<file path="src/rtl/sprite_addr_pipe_pkg.sv">
// Shared constants and types for the multi-sprite pixel-address pipeline.
package sprite_addr_pipe_pkg;

   localparam int unsigned CNT_W_DEF  = 10;
   localparam int unsigned ADDR_W_DEF = 17;
   localparam int unsigned SPR_ID_W   = 3;
   localparam int unsigned NFR_W      = 4;

   typedef logic [SPR_ID_W-1:0] spr_id_t;
   typedef logic [NFR_W-1:0]    nfr_t;

   // Divider counter width; a divide-by-one still needs a 1-bit register.
   function automatic int unsigned div_w(input int unsigned div);
      return (div > 1) ? $clog2(div) : 1;
   endfunction

endpackage

</file>
<file path="src/rtl/sprite_addr_pipe_chan.sv">
// One sprite channel: frame-tick shadows, animation offset and the S1/S2 address math.
// ADDR_WRAP_EN: wrap out-of-range addresses modulo MEM_DEPTH instead of dropping the hit.
module sprite_addr_pipe_chan
   import sprite_addr_pipe_pkg::*;
#(
   parameter int unsigned CNT_W     = CNT_W_DEF,
   parameter int unsigned ADDR_W    = ADDR_W_DEF,
   parameter int unsigned MEM_DEPTH = 76800
) (
   input  logic              clk,
   input  logic              rst_n,
   input  logic              pix_en_i,
   input  logic              valid_i,
   input  logic              frame_tick_i,
   input  logic              anim_step_i,
   input  logic [CNT_W-1:0]  h_cnt_i,
   input  logic [CNT_W-1:0]  v_cnt_i,
   input  logic              en_i,
   input  logic [CNT_W-1:0]  h_pos_i,
   input  logic [CNT_W-1:0]  v_pos_i,
   input  logic [CNT_W-1:0]  width_i,
   input  logic [CNT_W-1:0]  height_i,
   input  logic [ADDR_W-1:0] base_i,
   input  logic [ADDR_W-1:0] stride_i,
   input  nfr_t              nframes_i,
   output logic              hit_o,
   output logic [ADDR_W-1:0] addr_o
);

   localparam int unsigned RAW_W = ADDR_W + CNT_W;

   logic              en_q, en_d;
   logic [CNT_W-1:0]  h_pos_q, h_pos_d, v_pos_q, v_pos_d;
   logic [CNT_W-1:0]  width_q, width_d, height_q, height_d;
   logic [ADDR_W-1:0] base_q, base_d, stride_q, stride_d;
   nfr_t              nframes_q, nframes_d, idx_q, idx_d;
   logic [ADDR_W-1:0] frame_off_q, frame_off_d;

   logic              in_box_q, in_box_d;
   logic [CNT_W-1:0]  dx_q, dx_d, dy_q, dy_d, s1_width_q, s1_width_d;
   logic [RAW_W-1:0]  base_off_q, base_off_d;

   logic              hit_q, hit_d;
   logic [ADDR_W-1:0] addr_q, addr_d;
   logic [CNT_W-1:0]  dx, dy;
   logic [RAW_W-1:0]  raw;

   assign dx  = h_cnt_i - h_pos_q;
   assign dy  = v_cnt_i - v_pos_q;
   assign raw = base_off_q + RAW_W'(dx_q) + RAW_W'(s1_width_q) * RAW_W'(dy_q);

   // Shadows and animation only move on frame_tick; animation follows the settings of the
   // frame that is ending.
   always_comb begin
      en_d        = en_q;
      h_pos_d     = h_pos_q;
      v_pos_d     = v_pos_q;
      width_d     = width_q;
      height_d    = height_q;
      base_d      = base_q;
      stride_d    = stride_q;
      nframes_d   = nframes_q;
      idx_d       = idx_q;
      frame_off_d = frame_off_q;
      if (frame_tick_i) begin
         en_d      = en_i;
         h_pos_d   = h_pos_i;
         v_pos_d   = v_pos_i;
         width_d   = width_i;
         height_d  = height_i;
         base_d    = base_i;
         stride_d  = stride_i;
         nframes_d = nframes_i;
         if (!en_q || nframes_q <= nfr_t'(1)) begin
            idx_d       = '0;
            frame_off_d = '0;
         end else if (anim_step_i) begin
            if (idx_q >= nframes_q - nfr_t'(1)) begin
               idx_d       = '0;
               frame_off_d = '0;
            end else begin
               idx_d       = idx_q + nfr_t'(1);
               frame_off_d = frame_off_q + stride_q;
            end
         end
      end
   end

   always_comb begin
      in_box_d   = in_box_q;
      dx_d       = dx_q;
      dy_d       = dy_q;
      s1_width_d = s1_width_q;
      base_off_d = base_off_q;
      hit_d      = hit_q;
      addr_d     = addr_q;
      if (pix_en_i) begin
         in_box_d   = valid_i && en_q && (h_cnt_i >= h_pos_q) && (dx < width_q) &&
                      (v_cnt_i >= v_pos_q) && (dy < height_q);
         dx_d       = dx;
         dy_d       = dy;
         s1_width_d = width_q;
         base_off_d = RAW_W'(base_q) + RAW_W'(frame_off_q);
`ifdef ADDR_WRAP_EN
         hit_d      = in_box_q;
         addr_d     = ADDR_W'(raw % RAW_W'(MEM_DEPTH));
`else
         hit_d      = in_box_q && (raw < RAW_W'(MEM_DEPTH));
         addr_d     = ADDR_W'(raw);
`endif
      end
   end

   always_ff @(posedge clk or negedge rst_n) begin
      if (!rst_n) begin
         en_q        <= 1'b0;
         h_pos_q     <= '0;
         v_pos_q     <= '0;
         width_q     <= '0;
         height_q    <= '0;
         base_q      <= '0;
         stride_q    <= '0;
         nframes_q   <= '0;
         idx_q       <= '0;
         frame_off_q <= '0;
         in_box_q    <= 1'b0;
         dx_q        <= '0;
         dy_q        <= '0;
         s1_width_q  <= '0;
         base_off_q  <= '0;
         hit_q       <= 1'b0;
         addr_q      <= '0;
      end else begin
         en_q        <= en_d;
         h_pos_q     <= h_pos_d;
         v_pos_q     <= v_pos_d;
         width_q     <= width_d;
         height_q    <= height_d;
         base_q      <= base_d;
         stride_q    <= stride_d;
         nframes_q   <= nframes_d;
         idx_q       <= idx_d;
         frame_off_q <= frame_off_d;
         in_box_q    <= in_box_d;
         dx_q        <= dx_d;
         dy_q        <= dy_d;
         s1_width_q  <= s1_width_d;
         base_off_q  <= base_off_d;
         hit_q       <= hit_d;
         addr_q      <= addr_d;
      end
   end

   assign hit_o  = hit_q;
   assign addr_o = addr_q;

endmodule

</file>
<file path="src/rtl/sprite_addr_pipe.sv">
// Multi-sprite pixel-address generator: N channels, frame divider, valid delay and priority mux.
// ADDR_WRAP_EN (in the channel) selects modulo wrap of out-of-range addresses.
module sprite_addr_pipe
   import sprite_addr_pipe_pkg::*;
#(
   parameter int unsigned N_SPR     = 4,
   parameter int unsigned CNT_W     = CNT_W_DEF,
   parameter int unsigned ADDR_W    = ADDR_W_DEF,
   parameter int unsigned MEM_DEPTH = 76800,
   parameter int unsigned FRAME_DIV = 8
) (
   input  logic                      clk,
   input  logic                      rst_n,
   input  logic                      pix_en,
   input  logic [CNT_W-1:0]          h_cnt,
   input  logic [CNT_W-1:0]          v_cnt,
   input  logic                      valid_in,
   input  logic                      frame_tick,
   input  logic [N_SPR-1:0]          spr_en,
   input  logic [N_SPR*CNT_W-1:0]    h_pos_f,
   input  logic [N_SPR*CNT_W-1:0]    v_pos_f,
   input  logic [N_SPR*CNT_W-1:0]    width_f,
   input  logic [N_SPR*CNT_W-1:0]    height_f,
   input  logic [N_SPR*ADDR_W-1:0]   base_f,
   input  logic [N_SPR*ADDR_W-1:0]   stride_f,
   input  logic [N_SPR*NFR_W-1:0]    nframes_f,
   output logic [ADDR_W-1:0]         pixel_addr,
   output logic                      hit,
   output logic [SPR_ID_W-1:0]       spr_id,
   output logic                      valid_out
);

   localparam int unsigned DIV_W = div_w(FRAME_DIV);

   logic [DIV_W-1:0]  div_q, div_d;
   logic              anim_step;
   logic [2:0]        vld_q, vld_d;
   logic              hit_q, hit_d;
   logic [ADDR_W-1:0] addr_q, addr_d;
   spr_id_t           id_q, id_d;
   logic [N_SPR-1:0]  chan_hit;
   logic [ADDR_W-1:0] chan_addr [N_SPR];

   assign anim_step = frame_tick && (div_q == DIV_W'(FRAME_DIV - 1));

   for (genvar g = 0; g < N_SPR; g++) begin : g_chan
      sprite_addr_pipe_chan #(
         .CNT_W     (CNT_W),
         .ADDR_W    (ADDR_W),
         .MEM_DEPTH (MEM_DEPTH)
      ) u_chan (
         .clk          (clk),
         .rst_n        (rst_n),
         .pix_en_i     (pix_en),
         .valid_i      (valid_in),
         .frame_tick_i (frame_tick),
         .anim_step_i  (anim_step),
         .h_cnt_i      (h_cnt),
         .v_cnt_i      (v_cnt),
         .en_i         (spr_en[g]),
         .h_pos_i      (h_pos_f[g*CNT_W +: CNT_W]),
         .v_pos_i      (v_pos_f[g*CNT_W +: CNT_W]),
         .width_i      (width_f[g*CNT_W +: CNT_W]),
         .height_i     (height_f[g*CNT_W +: CNT_W]),
         .base_i       (base_f[g*ADDR_W +: ADDR_W]),
         .stride_i     (stride_f[g*ADDR_W +: ADDR_W]),
         .nframes_i    (nframes_f[g*NFR_W +: NFR_W]),
         .hit_o        (chan_hit[g]),
         .addr_o       (chan_addr[g])
      );
   end

   always_comb begin
      div_d = div_q;
      if (frame_tick) begin
         div_d = anim_step ? '0 : div_q + DIV_W'(1);
      end
   end

   // Scan from the top so the lowest-index hitting channel is written last and wins.
   always_comb begin
      vld_d  = vld_q;
      hit_d  = hit_q;
      addr_d = addr_q;
      id_d   = id_q;
      if (pix_en) begin
         vld_d  = {vld_q[1:0], valid_in};
         hit_d  = 1'b0;
         addr_d = '0;
         id_d   = '0;
         for (int i = int'(N_SPR) - 1; i >= 0; i--) begin
            if (chan_hit[i]) begin
               hit_d  = 1'b1;
               addr_d = chan_addr[i];
               id_d   = spr_id_t'(i);
            end
         end
      end
   end

   always_ff @(posedge clk or negedge rst_n) begin
      if (!rst_n) begin
         div_q  <= '0;
         vld_q  <= '0;
         hit_q  <= 1'b0;
         addr_q <= '0;
         id_q   <= '0;
      end else begin
         div_q  <= div_d;
         vld_q  <= vld_d;
         hit_q  <= hit_d;
         addr_q <= addr_d;
         id_q   <= id_d;
      end
   end

   assign pixel_addr = addr_q;
   assign hit        = hit_q;
   assign spr_id     = id_q;
   assign valid_out  = vld_q[2];

endmodule

</file>
<file path="config.mk">
export PLATFORM = sky130hd
export DESIGN_NAME = sprite_addr_pipe
export DESIGN_NICKNAME = d
export VERILOG_FILES = /design/src/rtl/sprite_addr_pipe_pkg.sv /design/src/rtl/sprite_addr_pipe_chan.sv /design/src/rtl/sprite_addr_pipe.sv
export SDC_FILE = /design/constraint.sdc
export NUM_CORES = 2
export LEC_CHECK = 0
export BUFFER_PORTS_ARGS = -buffer_cell sky130_fd_sc_hd__buf_4
export CORE_MARGIN = 2
export CORE_UTILIZATION = 50
export CTS_CLUSTER_SIZE = 8
export DETAILED_ROUTE_END_ITERATION = 12
export HOLD_SLACK_MARGIN = 0.03
export MAX_ROUTING_LAYER = met4
export PLACE_DENSITY = 0.68
export SLEW_MARGIN = 20
export SYNTH_ARGS = -nofsm -noshare
export SYNTH_HDL_FRONTEND = slang
export SYNTH_SLANG_ARGS = --single-unit
</file>
<file path="constraint.sdc">
create_clock -name clk -period 6.4 [get_ports clk]
set_input_delay 0.32 -clock clk [delete_from_list [all_inputs] [get_ports clk]]
set_output_delay 0.32 -clock clk [all_outputs]
set_load 0.005 [all_outputs]
</file>
==> results_dict.tcl <==
set metrics [dict create \
    setup_violations 0 \
    finalInstanceArea_um2 63400 \
    cts_tree "yes" \
    critPathTopFamily "adder cells" \
    worstSetupPathType "reg -> reg" \
    synth_fp_nets 6657 \
    synth-main-ff-cell "dfrtp_1" \
    maxSlewHeadroom 0.304 \
    firstDrtPassIters 6 \
    h-tree-depth 3 \
    dpl-instance-area_um2 57600 \
    ant_nets 0 \
    worst_pin_slew_ns 1.04 \
    post-cts-setup-buffers 0 \
    areaGrowthSynthToFinish_pct 18.6 \
    cp.required_ns 7.00 \
    die_y_um 331 \
    clockBufferDepth 3 \
    synth_fa_ha_area_frac 0.270 \
    slowest_delay_ns 0.53 \
    seq_area_um2 17400 \
    path_clk_slew_ns 0.05 \
    gr-usage-all-layers 0.287 \
    die_w_um 331 \
    async_flop_share 1.00 \
    nets 7263 \
    nFillCells 8718 \
    routed_wl_mm 151 \
    num_rows 119 \
    io_buffers 361 \
    drc 0 \
    clock_skew_ns 0.0628 \
    core_um2 106000 \
    synth_area_leader_cell "dfrtp_1" \
    synth-xor-area-share 0.0316 \
    grt_pass1_vias 41400 \
    ys_seq_elements 694 \
    synthTopCellsByArea "dfrtp_1, fa_1, ha_1" \
    fmax_ghz 0.164 \
    wire_per_inst_um 20.3 \
    antenna_found_initial 12 \
    grt_pass1_wl_mm 235 \
    drt-initial-drc-count 3106 \
    layout-drive-gt1-share 0.148 \
    avgSynthCellArea_um2 9.92 \
    viasPerCell 5.52 \
    place_congestion 0.933 \
    cp-end-kind "flop" \
    startpoint_type "flop" \
    crit_slowest_cell "fa_1" \
    cp_cell_sequence "and2_1 > fa_1 > inv_1 > fa_1 > inv_1 > fa_1 > fa_1 > inv_1 > fa_1 > inv_1 > ha_1 > or3_4 > or2_1 > o22a_2 > a21o_1 > a311oi_4 > xnor2_1 > o31a_1 > o41a_1 > a311oi_2" \
    hpwl_mm 115 \
    clock_sinks 694 \
    cts_made_buffers 98 \
    overflow 0 \
    insertion_delay_ns 0.71 \
    synthSimpleGateAreaFrac 0.112 \
    path_max_fanout 11 \
    setup_tns_ns 0 \
    synth_mux_area_frac 0.0756 \
    cap_violations 0 \
    post-route-min-period_ns 6.11 \
    synth_compound_area_frac 0.120 \
    grt_max_degree 184 \
    initial_core_util 0.506 \
    dieArea_um2 110000 \
    fin_crit_sh 0.955 \
    multi_input_comb_area_um2 32600 \
    synth_edf_count 0 \
    synth_cell_types 76 \
    synthesis.area_um2 53500 \
    drv_slew 0 \
    hp-class "in -> reg" \
    ys_warn_count 0 \
    via_count 41000 \
    hold_viol 0 \
    pin_count 363 \
    syn_inst 5394 \
    critPathBufInv 4 \
    synth_top_family_by_area "adder cells" \
    cpMostUsedCell "fa_1" \
    ys_seq_area_frac 0.325 \
    status "completed" \
    synth.top_cell.area_share 0.325 \
    cts_root_buffer "clkbuf_16" \
    crit_arrival_ns 6.71 \
    rsz0062_at_grt "no" \
]
==> placed cells by master (no fill, tap or decap), types with 71 or more instances in the layout <==
cell / count
clkbuf_16: 98
a21oi_1: 216
mux2_2: 349
buf_4: 390
nor2_1: 254
inv_1: 731
o21ai_0: 323
dfrtp_1: 692
fa_1: 384
xnor2_1: 145
dlygate4sd3_1: 316
ha_1: 538
and2_1: 229
nand2_1: 506
a21o_1: 71
==> sequential cells by signal, indices dropped and copies added (netlist names), 2 cells and up <==
name	count
spr_id	2
g_chan.u_chan.en_q	4
g_chan.u_chan.h_pos_q	40
g_chan.u_chan.height_q	40
g_chan.u_chan.addr_o	68
g_chan.u_chan.dy_q	40
g_chan.u_chan.stride_q	68
pixel_addr	17
g_chan.u_chan.dx_q	40
g_chan.u_chan.s1_width_q	40
g_chan.u_chan.frame_off_q	68
g_chan.u_chan.v_pos_q	40
g_chan.u_chan.nframes_q	16
g_chan.u_chan.base_off_q	72
g_chan.u_chan.hit_o	4
div_q	3
vld_q	3
g_chan.u_chan.base_q	68
g_chan.u_chan.in_box_q	4
g_chan.u_chan.width_q	40
g_chan.u_chan.idx_q	16
==> through the flow <==
stage | util | cells | hold WS (ns) | setup slack, ns
floorplan | - | 5394 | 0.0244 | 0.496
global placement | 0.544 | 6975 | 0.426 | 0.261
detailed placement | 0.544 | 6975 | 0.435 | 0.195
CTS | 0.600 | 7409 | 0.0468 | 0.210
global route | 0.600 | 7420 | 0.153 | 0.00695
finish | 0.600 | 7421 | 0.110 | 0.288
==> path summary, 6_finish.rpt <==
kind | depth (start not counted) | startpoint | endpoint | slack (ns)
setup / recovery | 20 | g_chan[1].u_chan.s1_width_q[5]$_DFFE_PN0P_ | g_chan[1].u_chan.hit_o$_DFFE_PN0P_ | 0.29
hold / removal | 3 | width_f[27] | g_chan[2].u_chan.width_q[7]$_DFFE_PN0P_ | 0.11
setup reg to reg | 20 | g_chan[1].u_chan.s1_width_q[5]$_DFFE_PN0P_ | g_chan[1].u_chan.hit_o$_DFFE_PN0P_ | 0.29
hold reg to reg | 2 | g_chan[2].u_chan.addr_o[4]$_DFFE_PN0P_ | g_chan[2].u_chan.addr_o[4]$_DFFE_PN0P_ | 0.48
max in group asynchronous | 3 | rst_n | g_chan[0].u_chan.base_off_q[11]$_DFFE_PN0P_ | 4.70
min in group asynchronous | 2 | rst_n | g_chan[2].u_chan.stride_q[12]$_DFFE_PN0P_ | 0.29
==> metal layers <==
layer | share of wire | track usage
met1 | 0.47 | 0.401
met2 | 0.45 | 0.440
met3 | 0.055 | 0.0377
met4 | 0.026 | 0.0776
met5 | 0 | -
==> worst min-delay path: cells and delay by family <==
family | cells | cell delay, ns
compound gates | 1 | 0.14
buf+inv | 1 | 0.09
simple gates | 1 | 0.20
==> synth_stat cells, drive strengths merged (15+ instances only) <==
cell       n
a22oi     17
nor2     254
xor2      48
o211ai    16
dfrtp    694
nand3     44
xnor2    145
ha       538
nand2    506
nor2b     55
nand2b    29
and3      19
nand4     22
o21bai    22
or3       27
buf       18
nor3      57
a21boi    29
fa       384
o21a      36
o21ai    337
inv      732
a2111oi   15
mux2     350
and2     229
o31ai     24
a21oi    216
a31oi     20
a21o      71
a22o      70
clkbuf   191
a211oi    33
==> cells by family after synthesis <==
kind of cell	count (synthesis)
mux	360
simple gates	1277
flops	694
compound gates	1006
fa+ha+maj	922
buf+inv	941
xor+xnor	193
other cells	1
==> cell type report <==
| class | instances | share of cell area |
|---|---|---|
| antenna | 12 | 0.000473 |
| clock buffer | 109 | 0.0393 |
| clock inverter | 9 | 0.00294 |
| inverter | 732 | 0.0434 |
| multi-input combinational | 3759 | 0.514 |
| sequential | 694 | 0.274 |
| tap | 1391 | 0.0274 |
| timing repair buffer | 715 | 0.0986 |
==> what timing repair did <==
action                                 CTS  global route
endpoints found under the hold margin  409             0
hold buffers                           316             0
gates resized for setup                  0             2
setup endpoints to repair                0             1
Power is left out: the tool's default activity adds up to more than one toggle a clock period on the data nets, which glitch-free logic cannot reach.
